$ cat src/rtl/tournament_select.sv
// Population store plus binary-tournament parent selector fed by fitness_eval.
// Tracks the all-time elite and streams POP_SIZE/2 parent pairs per generation.
module tournament_select #(
    parameter int unsigned PARTICLE_LENGTH   = 2,
    parameter int unsigned LATTICE_LENGTH    = 11,
    parameter int unsigned INDIVIDUAL_LENGTH = 22,
    parameter int unsigned SELF_FIT_LENGTH   = 10,
    parameter int unsigned POP_SIZE          = 50,
    parameter int unsigned IDX_WIDTH         = 8,
    parameter logic [15:0] LFSR_SEED         = 16'hACE1
) (
    input  logic                         clk_i,
    input  logic                         rst_i,
    input  logic                         in_valid_i,
    input  logic                         done_i,
    input  logic [SELF_FIT_LENGTH-1:0]   total_energy_i,
    input  logic [INDIVIDUAL_LENGTH-1:0] individual_vec_i,
    input  logic [IDX_WIDTH-1:0]         ind_wb_idx_i,
    input  logic                         parent_ready_i,
    output logic                         parent_valid_o,
    output logic [INDIVIDUAL_LENGTH-1:0] parent_a_o,
    output logic [INDIVIDUAL_LENGTH-1:0] parent_b_o,
    output logic [SELF_FIT_LENGTH-1:0]   best_energy_o,
    output logic [INDIVIDUAL_LENGTH-1:0] best_vec_o,
    output logic [IDX_WIDTH-1:0]         best_idx_o,
    output logic                         busy_o,
    output logic                         gen_done_o,
    output logic                         drop_err_o
);

    localparam int unsigned Aw       = (POP_SIZE > 1) ? $clog2(POP_SIZE) : 1;
    localparam int unsigned NumPairs = POP_SIZE / 2;
    localparam logic [15:0] Seed     = (LFSR_SEED == 16'h0000) ? 16'hACE1 : LFSR_SEED;

    if (LATTICE_LENGTH * PARTICLE_LENGTH != INDIVIDUAL_LENGTH) begin : g_len_mismatch
        $error("INDIVIDUAL_LENGTH must equal LATTICE_LENGTH*PARTICLE_LENGTH");
    end

    typedef enum logic [2:0] {StCollect, StSelA, StSelB, StOut, StDone} state_e;

    state_e                       state_q, state_d;
    logic [15:0]                  lfsr_q, lfsr_d;
    logic [IDX_WIDTH-1:0]         pair_cnt_q, pair_cnt_d;
    logic [INDIVIDUAL_LENGTH-1:0] parent_a_q, parent_a_d;
    logic [INDIVIDUAL_LENGTH-1:0] parent_b_q, parent_b_d;
    logic [SELF_FIT_LENGTH-1:0]   best_energy_q, best_energy_d;
    logic [INDIVIDUAL_LENGTH-1:0] best_vec_q, best_vec_d;
    logic [IDX_WIDTH-1:0]         best_idx_q, best_idx_d;
    logic                         drop_err_q, drop_err_d;
    logic [SELF_FIT_LENGTH-1:0]   energy_q [POP_SIZE];
    logic [SELF_FIT_LENGTH-1:0]   energy_d [POP_SIZE];
    logic [INDIVIDUAL_LENGTH-1:0] vec_q    [POP_SIZE];
    logic [INDIVIDUAL_LENGTH-1:0] vec_d    [POP_SIZE];

    logic                         wr_ok;
    logic [Aw-1:0]                wr_idx;
    logic [Aw-1:0]                c0, c1;
    logic [INDIVIDUAL_LENGTH-1:0] win_vec;
    logic                         selecting;

    assign wr_ok  = (state_q == StCollect) && in_valid_i && (32'(ind_wb_idx_i) < POP_SIZE);
    assign wr_idx = Aw'(ind_wb_idx_i);
    assign selecting = (state_q == StSelA) || (state_q == StSelB);

    // Scaled draw: (byte * POP_SIZE) >> 8 always lands inside the population.
    always_comb begin
        c0      = Aw'((16'(lfsr_q[7:0]) * 16'(POP_SIZE)) >> 8);
        c1      = Aw'((16'(lfsr_q[15:8]) * 16'(POP_SIZE)) >> 8);
        win_vec = (energy_q[c1] < energy_q[c0]) ? vec_q[c1] : vec_q[c0];
    end

    // Next-state logic.
    always_comb begin
        state_d = state_q;
        unique case (state_q)
            StCollect: if (done_i) state_d = StSelA;
            StSelA:    state_d = StSelB;
            StSelB:    state_d = StOut;
            StOut: begin
                if (parent_ready_i) begin
                    state_d = (32'(pair_cnt_q) + 32'd1 < NumPairs) ? StSelA : StDone;
                end
            end
            StDone:    state_d = StCollect;
            default:   state_d = StCollect;
        endcase
    end

    // Datapath next-state.
    always_comb begin
        energy_d      = energy_q;
        vec_d         = vec_q;
        lfsr_d        = lfsr_q;
        pair_cnt_d    = pair_cnt_q;
        parent_a_d    = parent_a_q;
        parent_b_d    = parent_b_q;
        best_energy_d = best_energy_q;
        best_vec_d    = best_vec_q;
        best_idx_d    = best_idx_q;
        drop_err_d    = drop_err_q;

        if (in_valid_i && !wr_ok) drop_err_d = 1'b1;

        if (wr_ok) begin
            energy_d[wr_idx] = total_energy_i;
            vec_d[wr_idx]    = individual_vec_i;
            if (total_energy_i < best_energy_q) begin
                best_energy_d = total_energy_i;
                best_vec_d    = individual_vec_i;
                best_idx_d    = ind_wb_idx_i;
            end
        end

        if (selecting) lfsr_d = {lfsr_q[14:0], lfsr_q[15] ^ lfsr_q[13] ^ lfsr_q[12] ^ lfsr_q[10]};
        if (state_q == StSelA) parent_a_d = win_vec;
        if (state_q == StSelB) parent_b_d = win_vec;
        if (state_q == StOut && parent_ready_i) pair_cnt_d = pair_cnt_q + 1'b1;
        if (state_q == StDone) pair_cnt_d = '0;
    end

    always_ff @(posedge clk_i or posedge rst_i) begin
        if (rst_i) begin
            state_q       <= StCollect;
            lfsr_q        <= Seed;
            pair_cnt_q    <= '0;
            parent_a_q    <= '0;
            parent_b_q    <= '0;
            best_energy_q <= '1;
            best_vec_q    <= '0;
            best_idx_q    <= '0;
            drop_err_q    <= 1'b0;
            for (int i = 0; i < POP_SIZE; i++) begin
                energy_q[i] <= '1;
                vec_q[i]    <= '0;
            end
        end else begin
            state_q       <= state_d;
            lfsr_q        <= lfsr_d;
            pair_cnt_q    <= pair_cnt_d;
            parent_a_q    <= parent_a_d;
            parent_b_q    <= parent_b_d;
            best_energy_q <= best_energy_d;
            best_vec_q    <= best_vec_d;
            best_idx_q    <= best_idx_d;
            drop_err_q    <= drop_err_d;
            energy_q      <= energy_d;
            vec_q         <= vec_d;
        end
    end

    // Outputs.
    always_comb begin
        parent_valid_o = 1'b0;
        busy_o         = 1'b0;
        gen_done_o     = 1'b0;
        unique case (state_q)
            StSelA, StSelB: busy_o = 1'b1;
            StOut: begin
                busy_o         = 1'b1;
                parent_valid_o = 1'b1;
            end
            StDone:  gen_done_o = 1'b1;
            default: ;
        endcase
        parent_a_o    = parent_a_q;
        parent_b_o    = parent_b_q;
        best_energy_o = best_energy_q;
        best_vec_o    = best_vec_q;
        best_idx_o    = best_idx_q;
        drop_err_o    = drop_err_q;
    end

endmodule

$ cat config.mk
export PLATFORM = sky130hd
export DESIGN_NAME = tournament_select
export DESIGN_NICKNAME = d
export VERILOG_FILES = /design/src/rtl/tournament_select.sv
export SDC_FILE = /design/constraint.sdc
export NUM_CORES = 2
export LEC_CHECK = 0
export BUFFER_PORTS_ARGS = -buffer_cell sky130_fd_sc_hd__buf_4
export CORE_AREA = 2 2 645 326
export CTS_CLUSTER_DIAMETER = 50
export CTS_CLUSTER_SIZE = 12
export DETAILED_ROUTE_END_ITERATION = 7
export DIE_AREA = 0 0 647 328
export GPL_TIMING_DRIVEN = 0
export MAX_ROUTING_LAYER = met4
export PLACE_DENSITY = 0.71
export SKIP_LAST_GASP = 1
export SYNTH_ARGS = -nofsm -noshare
export SYNTH_HDL_FRONTEND = slang
export SYNTH_SLANG_ARGS = --single-unit
$ cat constraint.sdc
create_clock -name clk_i -period 62.9 [get_ports clk_i]
set_input_delay 6.29 -clock clk_i [delete_from_list [all_inputs] [get_ports clk_i]]
set_output_delay 6.29 -clock clk_i [all_outputs]
set_load 0.05 [all_outputs]
==> run_results.csv <==
group,metric,value,unit
pwr,finalPower,2640,µW
timing,timing.final.max_slew_violations,395,
layout,final_common_cell,"mux2_2",
critical_path,crit_path_end_kind,"register",
global_route,global_route.usage.total,50.7,%
layout,area.growth.synth_to_final,10.6,%
route,drc,2,
critical_path,critical_path.max_stage_delay,1.19,ns
route,post_drt_wl_per_cell,43.3,µm
job,max-cap-violations,41,
global_route,grt_start_max_net_pins,136,
pwr,proportion_of_power_drawn_by_the_clock_network,39.5,%
clock_tree,cts.root.buffer_cell,"clkbuf_16",
clock_tree,post-cts-setup-buffers,0,
clock_tree,cts.path.max_buffers,4,
floorplan,die_height,328,µm
run_status,failed_checks,"DRC, capacitance limit, slew limit",
clock_tree,tritoncts_sink_count,1712,
run_status,outcome,"finished, violations left",
critical_path,crit_family,"buffers and inverters",
layout,final_layout_size_suffix_gt1_share,34.9,%
critical_path,maximum_fanout_along_the_worst_path,11,
synthesis,ys_ff_latch,1712,
synthesis,synth.distinct_cells,82,
placement,portBuffers,129,
synthesis,synth.net_count,9120,
route,num_vias,93300,
floorplan,floorplan.initialDensity,49.9,%
pwr,switching_power_as_a_share_of_total_power,30.7,%
floorplan,floorplan.io_pins,133,
synthesis,post_synth_top_flop,"dfrtp_1",
clock_tree,clock_tree_from_tritoncts,"built",
placement,dp.final_hpwl,398,mm
timing,worst-slew-pin-transition,1.75,ns
placement,final_weighted_congestion_of_routability_driven_global_placement,1.15,
critical_path,minimum_setup_slack_among_reg_to_reg_paths,49.72,ns
critical_path,rr_worst_depth,30,
min_path,worstHoldPathType,"register to register",
clock_tree,cts_buffers,179,
clock_tree,htreeDepth,4,
pwr,share_seq_of_total_power,45.7,%
pwr,internal-power,1830,µW
pwr,p_sw,812,µW
pwr,power_density,23.2,nW/µm²
timing,relSlewSlack,-16.7,%
critical_path,crit_path_end,"parent_a_o[18]$_DFFE_PP0P_",
synthesis,synth-edff-count,0,
critical_path,cp.arrival,13.91,ns
timing,clock.fmax,75.9,MHz
critical_path,crit_top_cell,"ha_1",
critical_path,timing.critical_path.buf_inv,6,
synthesis,synthesis.yosys.warnings,0,
clock_tree,cts_repair_resize_count,0,
synthesis,synth_area,103000,µm²
floorplan,dieArea,212000,µm²
global_route,via_count_of_the_first_global_routing_pass,86100,
synthesis,syn_inst,8998,
floorplan,core.rowCount,118,
pwr,power.leakage,0.0471,µW
critical_path,start_kind,"register",
layout,final_cell_mix,"mux2_2, dfrtp_1, nand2_1",
layout,count_of_nets_after_finishing,9478,
clock_tree,clock_insertion_delay_worst_skew,0.93,ns
route,vias_per_cell,7.59,
timing,timing.clock.skew,0.0844,ns
route,dr.pass1.iters,8,
timing,hold_viol,0,
timing,post-route-min-period,13.18,ns
synthesis,asyncSetResetFlopFracSynth,100,%
timing,final.period_utilization,21.0,%
synthesis,synth_seq_area_share,42.2,%
route,totalWireLength,533,mm
floorplan,die_width,647,µm
global_route,first_pass_grt_wire_length,718,mm
synthesis,synth.avg_cell_area,11.4,µm²
pwr,vdd_drop_max,32.2,µV
timing,totalNegativeSetupSlack,0,ns
critical_path,critPathKind,"register to register",
timing,finalSetupViolations,0,
critical_path,reg2reg_from,"lfsr_q[11]$_DFFE_PP1P_",
pwr,power.combinational.fraction,14.8,%
global_route,number_of_antenna_violations_at_the_first_check_in_global_routing,107,
critical_path,worst-path-stages,30,
critical_path,crit_slowest_cell,"clkbuf_1",
route,drt-initial-drc-count,17500,
critical_path,cp.required,63.63,ns
critical_path,timing.critical_path.from,"lfsr_q[11]$_DFFE_PP1P_",
clock_tree,post_cts_hold_buffer_count,0,
route,antenna_violating_nets_post_route,0,
floorplan,core,206000,µm²
critical_path,regToRegEndpoint,"parent_a_o[18]$_DFFE_PP0P_",
global_route,globalRouteOverflowTotal,0,
clock_tree,worst_setup_hold_path_clk_slew,0.07,ns
timing,setup_repair_after_global_routing_missed_its_margin,"no",
[stage by stage]
step / hold WS, ns / worst slack, ns / utilization (%) / instance area, µm² / cells
floorplan: 0.470 / 9.14 / - / 103000 / 8998
global placement: 0.443 / -11.38 / 52.1 / 107000 / 11900
detailed placement: 0.449 / 50.89 / 52.5 / 108000 / 11900
CTS: 0.464 / 50.84 / 55.0 / 113000 / 12200
global route: 0.487 / 50.06 / 55.2 / 114000 / 12300
finish: 0.463 / 49.72 / 55.2 / 114000 / 12300
[worst min-delay path by stage]
stage,start,to,slack (ns),cells after the start
after CTS,drop_err_o$_DFFE_PP0P_,drop_err_o$_DFFE_PP0P_,0.46,1
after detailed placement,drop_err_o$_DFFE_PP0P_,drop_err_o$_DFFE_PP0P_,0.45,1
final,drop_err_o$_DFFE_PP0P_,drop_err_o$_DFFE_PP0P_,0.46,1
after global placement,drop_err_o$_DFFE_PP0P_,drop_err_o$_DFFE_PP0P_,0.44,1
after global routing,drop_err_o$_DFFE_PP0P_,drop_err_o$_DFFE_PP0P_,0.49,1
after floorplan,pair_cnt_q[6]$_DFFE_PP0P_,pair_cnt_q[6]$_DFFE_PP0P_,0.47,1
[power groups by stage]
stage	clock network [µW]	logic, µW	registers [µW]
finish	1040	391	1210
global route	1080	403	1210
CTS	1030	383	1210
detailed placement	0	382	1220
global placement	0	373	1220
floorplan	0	158	1290
[metal layers]
layer | wire (µm) | vias to the layer above | GRT usage, %
met5 | 0 | - | -
met4 | 38700 | 0 | 29.3
met3 | 93800 | 1866 | 29.4
met2 | 202000 | 8083 | 63.3
met1 | 199000 | 48000 | 62.4
li1 | - | 35300 | -
[sequential cells by signal, indices dropped and copies added, names as in the netlist, 10 cells and up]
name,cells
best_energy_o,10
energy_q,500
lfsr_q,16
vec_q,1100
best_vec_o,22
parent_a_o,22
parent_b_o,22
[kinds of logic after synthesis]
logic type      Yosys count  synth area share (%)
simple gates           2023                  8.39
mux                    2507                  32.1
xor+xnor                 20                 0.185
flops                  1712                  42.2
fa+ha+maj                77                 0.964
compound gates         1646                  12.3
buf+inv                1013                  3.88
[Yosys cell counts (125+ instances only)]
library cell  instances  area (µm²)
mux2_2             1657       18700
dfrtp_1            1194       29900
nand2_1            1065        4000
clkbuf_1            721        2710
a221oi_1            660        5780
dfstp_2             518       13600
mux4_2              470       10600
nor2_1              393        1480
mux2i_1             377        3770
nand3_1             250        1250
a21oi_1             203        1020
o22ai_1             182        1140
buf_1               136         510
buf_2               125         626
[final cells by class]
cell class                      instances  area [µm²]
Clock inverter                         27         324
Antenna cell                          101         253
Multi-Input combinational cell       6273       55700
Inverter                               23        93.8
Timing Repair Buffer                  177        1830
Tap cell                             2760        3450
Buffer                                990        3970
Sequential cell                      1712       43500
Fill cell                           18000       92300
Clock buffer                          237        4800
Power figures use the tool's default switching activity.
